File: src/rtl/adder_pkg.sv
// rtl/adder_pkg.sv - shared mode constants and chunk sizing for the pipelined adder
package adder_pkg;

    localparam logic MODE_ADD = 1'b0;
    localparam logic MODE_SUB = 1'b1;

    function automatic int chunk_w(input int width, input int stages);
        return width / stages;
    endfunction

endpackage

File: src/rtl/adder_pipe_if.sv
// rtl/adder_pipe_if.sv - operand/result handshake bundle between source, adder_pipe and sink
interface adder_pipe_if #(
    parameter int WIDTH = 16
);
    logic             in_valid;
    logic             in_ready;
    logic [WIDTH-1:0] a;
    logic [WIDTH-1:0] b;
    logic             cin;
    logic             sub;
    logic             out_valid;
    logic             out_ready;
    logic [WIDTH-1:0] s;
    logic             cout;
    logic             ovf;

    modport master (
        output in_valid, a, b, cin, sub, out_ready,
        input  in_ready, out_valid, s, cout, ovf
    );

    modport slave (
        input  in_valid, a, b, cin, sub, out_ready,
        output in_ready, out_valid, s, cout, ovf
    );
endinterface

File: src/rtl/adder_pipe_rca_chunk.sv
// rtl/adder_pipe_rca_chunk.sv - combinational W-bit ripple-carry slice, also exposes carry into its MSB
module rca_chunk #(
    parameter int W = 4
) (
    input  logic [W-1:0] a,
    input  logic [W-1:0] b,
    input  logic         ci,
    output logic [W-1:0] s,
    output logic         co,
    output logic         c_msb_in
);
    logic [W:0] w_c;

    always_comb begin
        w_c    = '0;
        s      = '0;
        w_c[0] = ci;
        for (int i = 0; i < W; i++) begin
            s[i]     = a[i] ^ b[i] ^ w_c[i];
            w_c[i+1] = (a[i] & b[i]) | (w_c[i] & (a[i] ^ b[i]));
        end
    end

    assign co       = w_c[W];
    assign c_msb_in = w_c[W-1];
endmodule

File: src/rtl/adder_pipe.sv
// rtl/adder_pipe.sv - pipelined add/sub, one CHUNK-bit slice resolved per stage, global-stall handshake
// Optional build macro: ADDER_PIPE_SAT_EN (saturate s on signed overflow in the last stage)
module adder_pipe
    import adder_pkg::*;
#(
    parameter int WIDTH  = 16,
    parameter int STAGES = 4
) (
    input  logic        clk,
    input  logic        rst,
    adder_pipe_if.slave bus
);
    localparam int CHUNK = chunk_w(WIDTH, STAGES);

    if ((STAGES < 1) || (STAGES > WIDTH) || ((WIDTH % STAGES) != 0)) begin : g_bad_cfg
        $error("adder_pipe: WIDTH must be a multiple of STAGES and 1 <= STAGES <= WIDTH");
    end

    logic             w_vld_q [STAGES];
    logic [WIDTH-1:0] w_a_q   [STAGES];
    logic [WIDTH-1:0] w_b_q   [STAGES];
    logic [WIDTH-1:0] w_s_q   [STAGES];
    logic             w_c_q   [STAGES];
    logic             w_o_q   [STAGES];
    logic             w_adv;

    // The whole pipe moves together; only a blocked result can stop it
    assign w_adv         = ~w_vld_q[STAGES-1] | bus.out_ready;
    assign bus.in_ready  = w_adv;
    assign bus.out_valid = w_vld_q[STAGES-1];
    assign bus.s         = w_s_q[STAGES-1];
    assign bus.cout      = w_c_q[STAGES-1];
    assign bus.ovf       = w_o_q[STAGES-1];

    for (genvar k = 0; k < STAGES; k++) begin : g_stage
        logic             w_vld_d;
        logic [WIDTH-1:0] w_a_d;
        logic [WIDTH-1:0] w_b_d;
        logic [WIDTH-1:0] w_s_in;
        logic [WIDTH-1:0] w_s_d;
        logic             w_ci;
        logic             w_co;
        logic             w_cm;
        logic             w_ovf_d;
        logic [CHUNK-1:0] w_cs;

        logic             r_vld;
        logic [WIDTH-1:0] r_a;
        logic [WIDTH-1:0] r_b;
        logic [WIDTH-1:0] r_s;
        logic             r_c;
        logic             r_ovf;

        // Subtraction folds into the head: invert b once and force the first carry
        if (k == 0) begin : g_head
            assign w_vld_d = bus.in_valid;
            assign w_a_d   = bus.a;
            assign w_b_d   = (bus.sub == MODE_SUB) ? ~bus.b : bus.b;
            assign w_ci    = (bus.sub == MODE_SUB) ? 1'b1 : bus.cin;
            assign w_s_in  = '0;
        end else begin : g_body
            assign w_vld_d = w_vld_q[k-1];
            assign w_a_d   = w_a_q[k-1];
            assign w_b_d   = w_b_q[k-1];
            assign w_ci    = w_c_q[k-1];
            assign w_s_in  = w_s_q[k-1];
        end

        rca_chunk #(
            .W (CHUNK)
        ) u_rca (
            .a        (w_a_d[k*CHUNK +: CHUNK]),
            .b        (w_b_d[k*CHUNK +: CHUNK]),
            .ci       (w_ci),
            .s        (w_cs),
            .co       (w_co),
            .c_msb_in (w_cm)
        );

        // Only meaningful in the last stage, where the slice MSB is the word MSB
        assign w_ovf_d = w_cm ^ w_co;

        always_comb begin
            w_s_d                   = w_s_in;
            w_s_d[k*CHUNK +: CHUNK] = w_cs;
`ifdef ADDER_PIPE_SAT_EN
            if ((k == STAGES - 1) && w_ovf_d) begin
                w_s_d = w_a_d[WIDTH-1] ? {1'b1, {(WIDTH-1){1'b0}}} : {1'b0, {(WIDTH-1){1'b1}}};
            end
`endif
        end

        always_ff @(posedge clk) begin
            if (rst) begin
                r_vld <= 1'b0;
                r_a   <= '0;
                r_b   <= '0;
                r_s   <= '0;
                r_c   <= 1'b0;
                r_ovf <= 1'b0;
            end else if (w_adv) begin
                r_vld <= w_vld_d;
                r_a   <= w_a_d;
                r_b   <= w_b_d;
                r_s   <= w_s_d;
                r_c   <= w_co;
                r_ovf <= w_ovf_d;
            end
        end

        assign w_vld_q[k] = r_vld;
        assign w_a_q[k]   = r_a;
        assign w_b_q[k]   = r_b;
        assign w_s_q[k]   = r_s;
        assign w_c_q[k]   = r_c;
        assign w_o_q[k]   = r_ovf;
    end
endmodule
File: src/flat_wrapper.sv
// flat-port wrapper written by rule: the top's interface ports become plain ports
module adder_pipe_flat import adder_pkg::*;
#(
    parameter int WIDTH  = 16,
    parameter int STAGES = 4
)
  (clk, rst, bus_in_valid, bus_a, bus_b, bus_cin, bus_sub, bus_out_ready, bus_in_ready, bus_out_valid, bus_s, bus_cout, bus_ovf);
  adder_pipe_if #(.WIDTH(WIDTH)) bus_i ();
  input  logic clk;
  input  logic rst;
  input wire logic [$bits(bus_i.in_valid)-1:0] bus_in_valid;
  input wire logic [$bits(bus_i.a)-1:0] bus_a;
  input wire logic [$bits(bus_i.b)-1:0] bus_b;
  input wire logic [$bits(bus_i.cin)-1:0] bus_cin;
  input wire logic [$bits(bus_i.sub)-1:0] bus_sub;
  input wire logic [$bits(bus_i.out_ready)-1:0] bus_out_ready;
  output wire logic [$bits(bus_i.in_ready)-1:0] bus_in_ready;
  output wire logic [$bits(bus_i.out_valid)-1:0] bus_out_valid;
  output wire logic [$bits(bus_i.s)-1:0] bus_s;
  output wire logic [$bits(bus_i.cout)-1:0] bus_cout;
  output wire logic [$bits(bus_i.ovf)-1:0] bus_ovf;
  assign bus_i.in_valid = bus_in_valid;
  assign bus_i.a = bus_a;
  assign bus_i.b = bus_b;
  assign bus_i.cin = bus_cin;
  assign bus_i.sub = bus_sub;
  assign bus_i.out_ready = bus_out_ready;
  assign bus_in_ready = bus_i.in_ready;
  assign bus_out_valid = bus_i.out_valid;
  assign bus_s = bus_i.s;
  assign bus_cout = bus_i.cout;
  assign bus_ovf = bus_i.ovf;
  adder_pipe #(.WIDTH(WIDTH), .STAGES(STAGES)) u_core (.clk(clk), .rst(rst), .bus(bus_i));
endmodule
File: config.mk
export PLATFORM = sky130hd
export DESIGN_NAME = adder_pipe_flat
export DESIGN_NICKNAME = d
export VERILOG_FILES = /design/src/rtl/adder_pkg.sv /design/src/rtl/adder_pipe_if.sv /design/src/rtl/adder_pipe_rca_chunk.sv /design/src/rtl/adder_pipe.sv /design/src/flat_wrapper.sv
export SDC_FILE = /design/constraint.sdc
export NUM_CORES = 1
export LEC_CHECK = 0
export CORE_UTILIZATION = 30
export CTS_CLUSTER_DIAMETER = 200
export DETAILED_ROUTE_END_ITERATION = 7
export DONT_BUFFER_PORTS = 1
export GPL_TIMING_DRIVEN = 1
export REMOVE_ABC_BUFFERS = 1
export SLEW_MARGIN = 20
export SYNTH_ARGS = -nofsm -noshare
export SYNTH_HDL_FRONTEND = slang
export SYNTH_HIERARCHICAL = 1
export SYNTH_SLANG_ARGS = --single-unit
File: constraint.sdc
create_clock -name clk -period 7.5 [get_ports clk]
set_clock_uncertainty 0.1 [all_clocks]
set_input_delay 1.5 -clock clk [delete_from_list [all_inputs] [get_ports clk]]
set_output_delay 1.5 -clock clk [all_outputs]
set_load 0.005 [all_outputs]
== Yosys cells after proc, flatten, opt, wreduce, memory -nomap -nowiden ==
Index checks and enable logic that the tools add are counted.

* Input bits: 38
* Logic and storage cells: 105
* Output and inout port bits: 20
* Bits in registers: 145

* Muxes and demuxes: 2
* Bitwise operators: 84

{| class="wikitable"
|+ Operator list
! operator !! number
|-
| XOR 1 bit || 33
|-
| AND 1 bit || 32
|-
| bitwise OR 1 bit || 17
|-
| 2-to-1 mux 16 bit || 1
|-
| inverter 16 bit || 1
|-
| 2-to-1 mux 1 bit || 1
|-
| inverter 1 bit || 1
|}

== Logic depth before layout (Yosys ltp) ==
* Depth after elaboration: 11
* Depth in mapped cells: 11
* Depth with buffers taken out: 9

== Hierarchy ==
The synthesis kept the hierarchy.

{| class="wikitable"
|+ By module, submodules not included
! module !! area an instance (µm²) !! cells an instance !! times used !! sequential area each (µm²)
|-
| adder_pipe || 3,606.0 || 428 || 1 || 1,941.9
|-
| rca_chunk || 110.1 || 12 || 4 || 0.0
|}

== Worst setup path after synthesis ==
No wires, ideal clock.

* Kind: input-to-reg
* From: input bus_sub
* To: register u_core.g_stage[0].r_s[3]
* Library setup time: 141 ps
* Required time: 7,259 ps
* Path buffers: 2
* Data arrival time: 3,480 ps
* Path slack: 3,779 ps
* Stages on the path: 11
* Cell sequence: buf_6 -> buf_6 -> xor2_1 -> fa_1 -> inv_1 -> fa_1 -> fa_1 -> inv_1 -> fa_1 -> nand2_1 -> a21oi_1

* Cells in the longest elaborated chain, start to end: 9
* Elaborated cells between the ends (all ways): 16
* Classes of those cells: mux (2); bitwise (14)

{| class="wikitable"
|+ Ends and longest elaborated chain
! what !! line !! RTL
|-
| start, declared || flat_wrapper.sv:15 || <nowiki>input wire logic [$bits(bus_i.sub)-1:0] bus_sub;</nowiki>
|-
| 2-to-1 mux 16 bit * || adder_pipe.sv:58 || <nowiki>assign w_b_d = (bus.sub == MODE_SUB) ? ~bus.b : bus.b;</nowiki>
|-
| net u_core.g_stage[0].w_b_d[0] || adder_pipe.sv:38 || <nowiki>logic [WIDTH-1:0] w_b_d;</nowiki>
|-
| XOR 1 bit || adder_pipe_rca_chunk.sv:20 || <nowiki>w_c[i+1] = (a[i] & b[i]) | (w_c[i] & (a[i] ^ b[i]));</nowiki>
|-
| AND 1 bit || adder_pipe_rca_chunk.sv:20 ||
|-
| bitwise OR 1 bit * || adder_pipe_rca_chunk.sv:20 ||
|-
| AND 1 bit * || adder_pipe_rca_chunk.sv:20 ||
|-
| bitwise OR 1 bit * || adder_pipe_rca_chunk.sv:20 ||
|-
| AND 1 bit * || adder_pipe_rca_chunk.sv:20 ||
|-
| bitwise OR 1 bit * || adder_pipe_rca_chunk.sv:20 ||
|-
| net u_core.g_stage[0].w_cm || adder_pipe.sv:43 || <nowiki>logic w_cm;</nowiki>
|-
| XOR 1 bit * || adder_pipe_rca_chunk.sv:19 || <nowiki>s[i] = a[i] ^ b[i] ^ w_c[i];</nowiki>
|-
| net u_core.g_stage[0].w_cs[3] || adder_pipe.sv:45 || <nowiki>logic [CHUNK-1:0] w_cs;</nowiki>
|-
| end signal, assigned || adder_pipe.sv:105 || <nowiki>r_s <= w_s_d;</nowiki>
|-
| end, declared || adder_pipe.sv:50 || <nowiki>logic [WIDTH-1:0] r_s;</nowiki>
|}

Mark *: on every way through the listed nets, which the timed path passes. The rest lies on a longest branch.
A chain may end at the register's enable or synchronous reset.

== Final worst setup path ==
* From: input bus_out_ready
* To: output bus_in_ready

* Cells in the longest elaborated chain, start to end: 1

{| class="wikitable"
|+ Ends and longest elaborated chain
! what !! line !! RTL
|-
| start, declared || flat_wrapper.sv:16 || <nowiki>input wire logic [$bits(bus_i.out_ready)-1:0] bus_out_ready;</nowiki>
|-
| bitwise OR 1 bit || adder_pipe.sv:28 || <nowiki>assign w_adv = ~w_vld_q[STAGES-1] | bus.out_ready;</nowiki>
|-
| end, declared || flat_wrapper.sv:17 || <nowiki>output wire logic [$bits(bus_i.in_ready)-1:0] bus_in_ready;</nowiki>
|}

No other way between the ends.

==> results by group <==
Status
  – Status: completed

Worst setup path
  – Critical Path Fanout Max: 110
  – Worst Path Required: 5.90 ns
  – CP cell instances: nor2b_4 -> buf_4 -> inv_6
  – CP startpoint kind: input pin
  – CP delay by family, top: buffers and inverters
  – CP max-delay cell: inv_6
  – Reg2Reg Setup Slack: 5.29 ns
  – Crit-path max cell delay: 0.63 ns
  – Critical path endpoint category: output port
  – Setup CP Type: input pin to output port
  – FF-to-FF path depth: 8
  – WP depth: 3
  – Worst Setup SP: bus_out_ready
  – WP buf/inv: 2
  – Crit path DAT: 2.48 ns
  – Capturing point of the worst reg2reg path: u_core/g_stage[2].r_s[11]$_SDFFE_PP0P_
  – Worst Setup EP: bus_in_ready
  – R2r startpoint: u_core/g_stage[1].r_a[8]$_SDFFE_PP0P_

CTS
  – PostCTS Resize Cnt: 0
  – TritonCTS clock tree: yes
  – CTS max path bufs: 2
  – Post-CTS setup buffer count: 0
  – Num CTS Buffers: 9
  – H-tree Lvls: 3
  – Clock transition at the registers of the reported paths: 0.06 ns
  – Clock latency on the worst-skew pair: 0.34 ns
  – CTS Hold Bufs: 0
  – Clock Sinks: 97
  – Clk Tree Root Cell: clkbuf_16

Power and ir drop
  – Design Power: 1.12 mW
  – Clk pwr share: 42.7%
  – P_leak: 1.66 nW
  – Cell-internal power: 874 uW
  – Sequential share of power: 50.8%
  – Peak VDD IR: 0.000120 V
  – P_sw: 242 uW
  – Cell Pwr Density: 256 mW/mm^2
  – Logic pwr share: 6.5%
  – Net Sw Frac: 21.6%

STA
  – Unrepaired setup endpoints after global routing: no
  – Final setup violating endpoints: 0
  – Worst-margin pin slew: 0.800 ns
  – Tcrit/Tclk final: 54.3%
  – Final min period: 4.08 ns
  – Setup tns final: 0 ns
  – FMAX: 245 MHz
  – Slew Viols, Final: 0
  – Worst slew margin: 46.6%
  – Final hold viol count: 0

Yosys
  – FFs w/ async S/R, synth: 0%
  – Number of synthesized flops with an enable pin: 0
  – Area leader, netlist: dfxtp_1
  – Mapped Area: 0.00405 sq mm
  – Register area share after synthesis: 48.0%
  – Synth unique cells: 16
  – Yosys top cell area share: 48.0%
  – Most common flop cell mapped by yosys: dfxtp_1
  – Post-Synthesis Cells: 476
  – Syn Area/Cell: 8.50 sq um
  – Register bit total from synthesis: 97
  – Synth top area cells: dfxtp_1, nand2_1, a21oi_1
  – Total number of yosys warnings: 6

Drt
  – # DRC: 0
  – Drt wl/cell: 11.9 microns
  – Post-Route WL: 7.57 mm
  – Routed Antenna Nets: 0
  – Pre-Repair DR Iteration Count: 4
  – DR iter-0 viols: 193
  – Vias per cell: 4.40
  – Routed via count: 2795

Final layout
  – Share of layout cells above drive strength 1: 6.97%
  – P&R area growth vs syn: 7.82%
  – Fillers: 1394
  – Post-layout nets: 509
  – N_diodes: 0

Global routing
  – M2 GR Usage: 19.0%
  – Gr usage total: 11.4%
  – Busiest layer in global routing: met2
  – First-pass GRT wire length: 12.6 mm
  – Vias in the first global route: 2673
  – Remaining Overflow, GRT: 0
  – Largest net degree at the start of global routing: 111
  – Initial antenna violation count: 0
  – Global routing met1 resource utilization: 13.5%
  – Met3 Use GR: 3.86%

Die
  – Die Ht: 118 microns
  – Rows: 42
  – Initial Util: 30.7%
  – Core area: 0.0132 sq mm
  – IO Pins: 58
  – Die footprint: 0.0140 sq mm
  – Chip width: 118 microns

Placed design
  – Routability cong.: 0.694
  – Hpwl dp: 4.57 mm
  – PortBufs: 0

Hold path
  – Min-delay worst type: flop to flop

Job
  – Max-cap violations: 0
-- synth_stat cells (4+ instances only) --
| library cell | count |
|---|---|
| xor2_1 | 4 |
| buf_2 | 7 |
| fa_1 | 16 |
| buf_6 | 6 |
| inv_1 | 32 |
| nor2_1 | 15 |
| clkbuf_1 | 7 |
| nand2_1 | 166 |
| a21oi_1 | 83 |
| a211oi_2 | 13 |
| buf_4 | 14 |
| xnor2_1 | 13 |
| dfxtp_1 | 97 |
-- final cells by class --
class | instances | area (sq um) | share of cell area, %
sequential | 97 | 1940 | 44.5
multi-input combinational | 312 | 1750 | 40.0
clock buffer | 10 | 229 | 5.25
tap | 176 | 220 | 5.05
inverter | 33 | 129 | 2.95
clock inverter | 5 | 81.3 | 1.86
timing repair buffer | 2 | 15.0 | 0.344
-- logic make-up after synthesis --
| family | synth area share [%] |
|---|---|
| AND/OR/NAND/NOR | 17.3 |
| flip-flops | 48.0 |
| AO/OA/AOI/OAI | 14.3 |
| buffers and inverters | 8.84 |
| XOR/XNOR | 3.68 |
| adder cells (fa/ha/maj) | 7.92 |
-- cells in the final DEF (no fill, tap or decap), drive strengths merged --
master,Yosys,routed
nor2,15,15
bufinv,0,2
a21oi,83,83
xnor2,13,13
clkinv,0,2
clkbuf,7,10
inv,33,33
dfxtp,97,97
nand2,166,166
clkinvlp,0,1
a211oi,13,13
xor2,4,4
buf,27,2
nor2b,1,1
fa,16,16
or2,1,1
-- power groups by stage --
| stage | Combinational (mW) | Clock, mW | Sequential [mW] |
|---|---|---|---|
| 2_1_floorplan | 0.0608 | 0 | 0.574 |
| 3_3_place_gp | 0.0698 | 0 | 0.577 |
| 3_5_place_dp | 0.0727 | 0 | 0.579 |
| 4_1_cts | 0.0737 | 0.494 | 0.567 |
| 5_1_grt | 0.0863 | 0.518 | 0.572 |
| 6_report | 0.0721 | 0.477 | 0.567 |
-- how the worst min path moves through the flow --
stage	cells after the start	start	endpoint	slack, ns
finish	2	u_core/g_stage[1].r_s[2]$_SDFFE_PP0P_	u_core/g_stage[1].r_s[2]$_SDFFE_PP0P_	0.34
global placement	2	u_core/g_stage[1].r_s[5]$_SDFFE_PP0P_	u_core/g_stage[1].r_s[5]$_SDFFE_PP0P_	0.33
CTS	2	u_core/g_stage[1].r_s[2]$_SDFFE_PP0P_	u_core/g_stage[1].r_s[2]$_SDFFE_PP0P_	0.35
floorplan	2	u_core/g_stage[0].r_a[5]$_SDFFE_PP0P_	u_core/g_stage[0].r_a[5]$_SDFFE_PP0P_	0.33
detailed placement	2	u_core/g_stage[1].r_a[9]$_SDFFE_PP0P_	u_core/g_stage[1].r_a[9]$_SDFFE_PP0P_	0.34
global route	2	u_core/g_stage[2].r_s[4]$_SDFFE_PP0P_	u_core/bus.s[4]$_SDFFE_PP0P_	0.36
-- stage by stage --
step / area, sq um / setup slack (ns) / hold WS, ns / instances / util (%)
2_1_floorplan: 3810 / 2.59 / 0.326 / 442 / -
3_3_place_gp: 4050 / 3.24 / 0.332 / 620 / 30.7
3_5_place_dp: 4050 / 3.21 / 0.338 / 620 / 30.7
4_1_cts: 4360 / 3.21 / 0.347 / 635 / 33.1
5_1_grt: 4360 / 3.34 / 0.361 / 635 / 33.1
6_report: 4360 / 3.42 / 0.344 / 635 / 33.1
-- tightest hold or removal path, stage by stage, from the launching register on --
cell and delay [ns]:
dfxtp_1 0.31, nand2_1 0.05, a21oi_1 0.05
-- registers in the layout, indices dropped and copies added, names as in the netlist --
register,count
u_core/g_stage.r_b,24
u_core/g_stage.r_s,24
u_core/g_stage.r_c,3
u_core/bus.cout,1
u_core/bus.s,16
u_core/g_stage.r_vld,3
u_core/bus.out_valid,1
u_core/g_stage.r_a,24
u_core/bus.ovf,1
-- routing by layer --
layer	part of all wire, %	wire (microns)	vias up
met1	44	3370	1290
li1	-	-	1442
met3	4.8	361	9
met5	0	0	-
met2	49	3740	54
met4	1.4	104	0
Note: power is estimated with default switching activity, not from simulation.
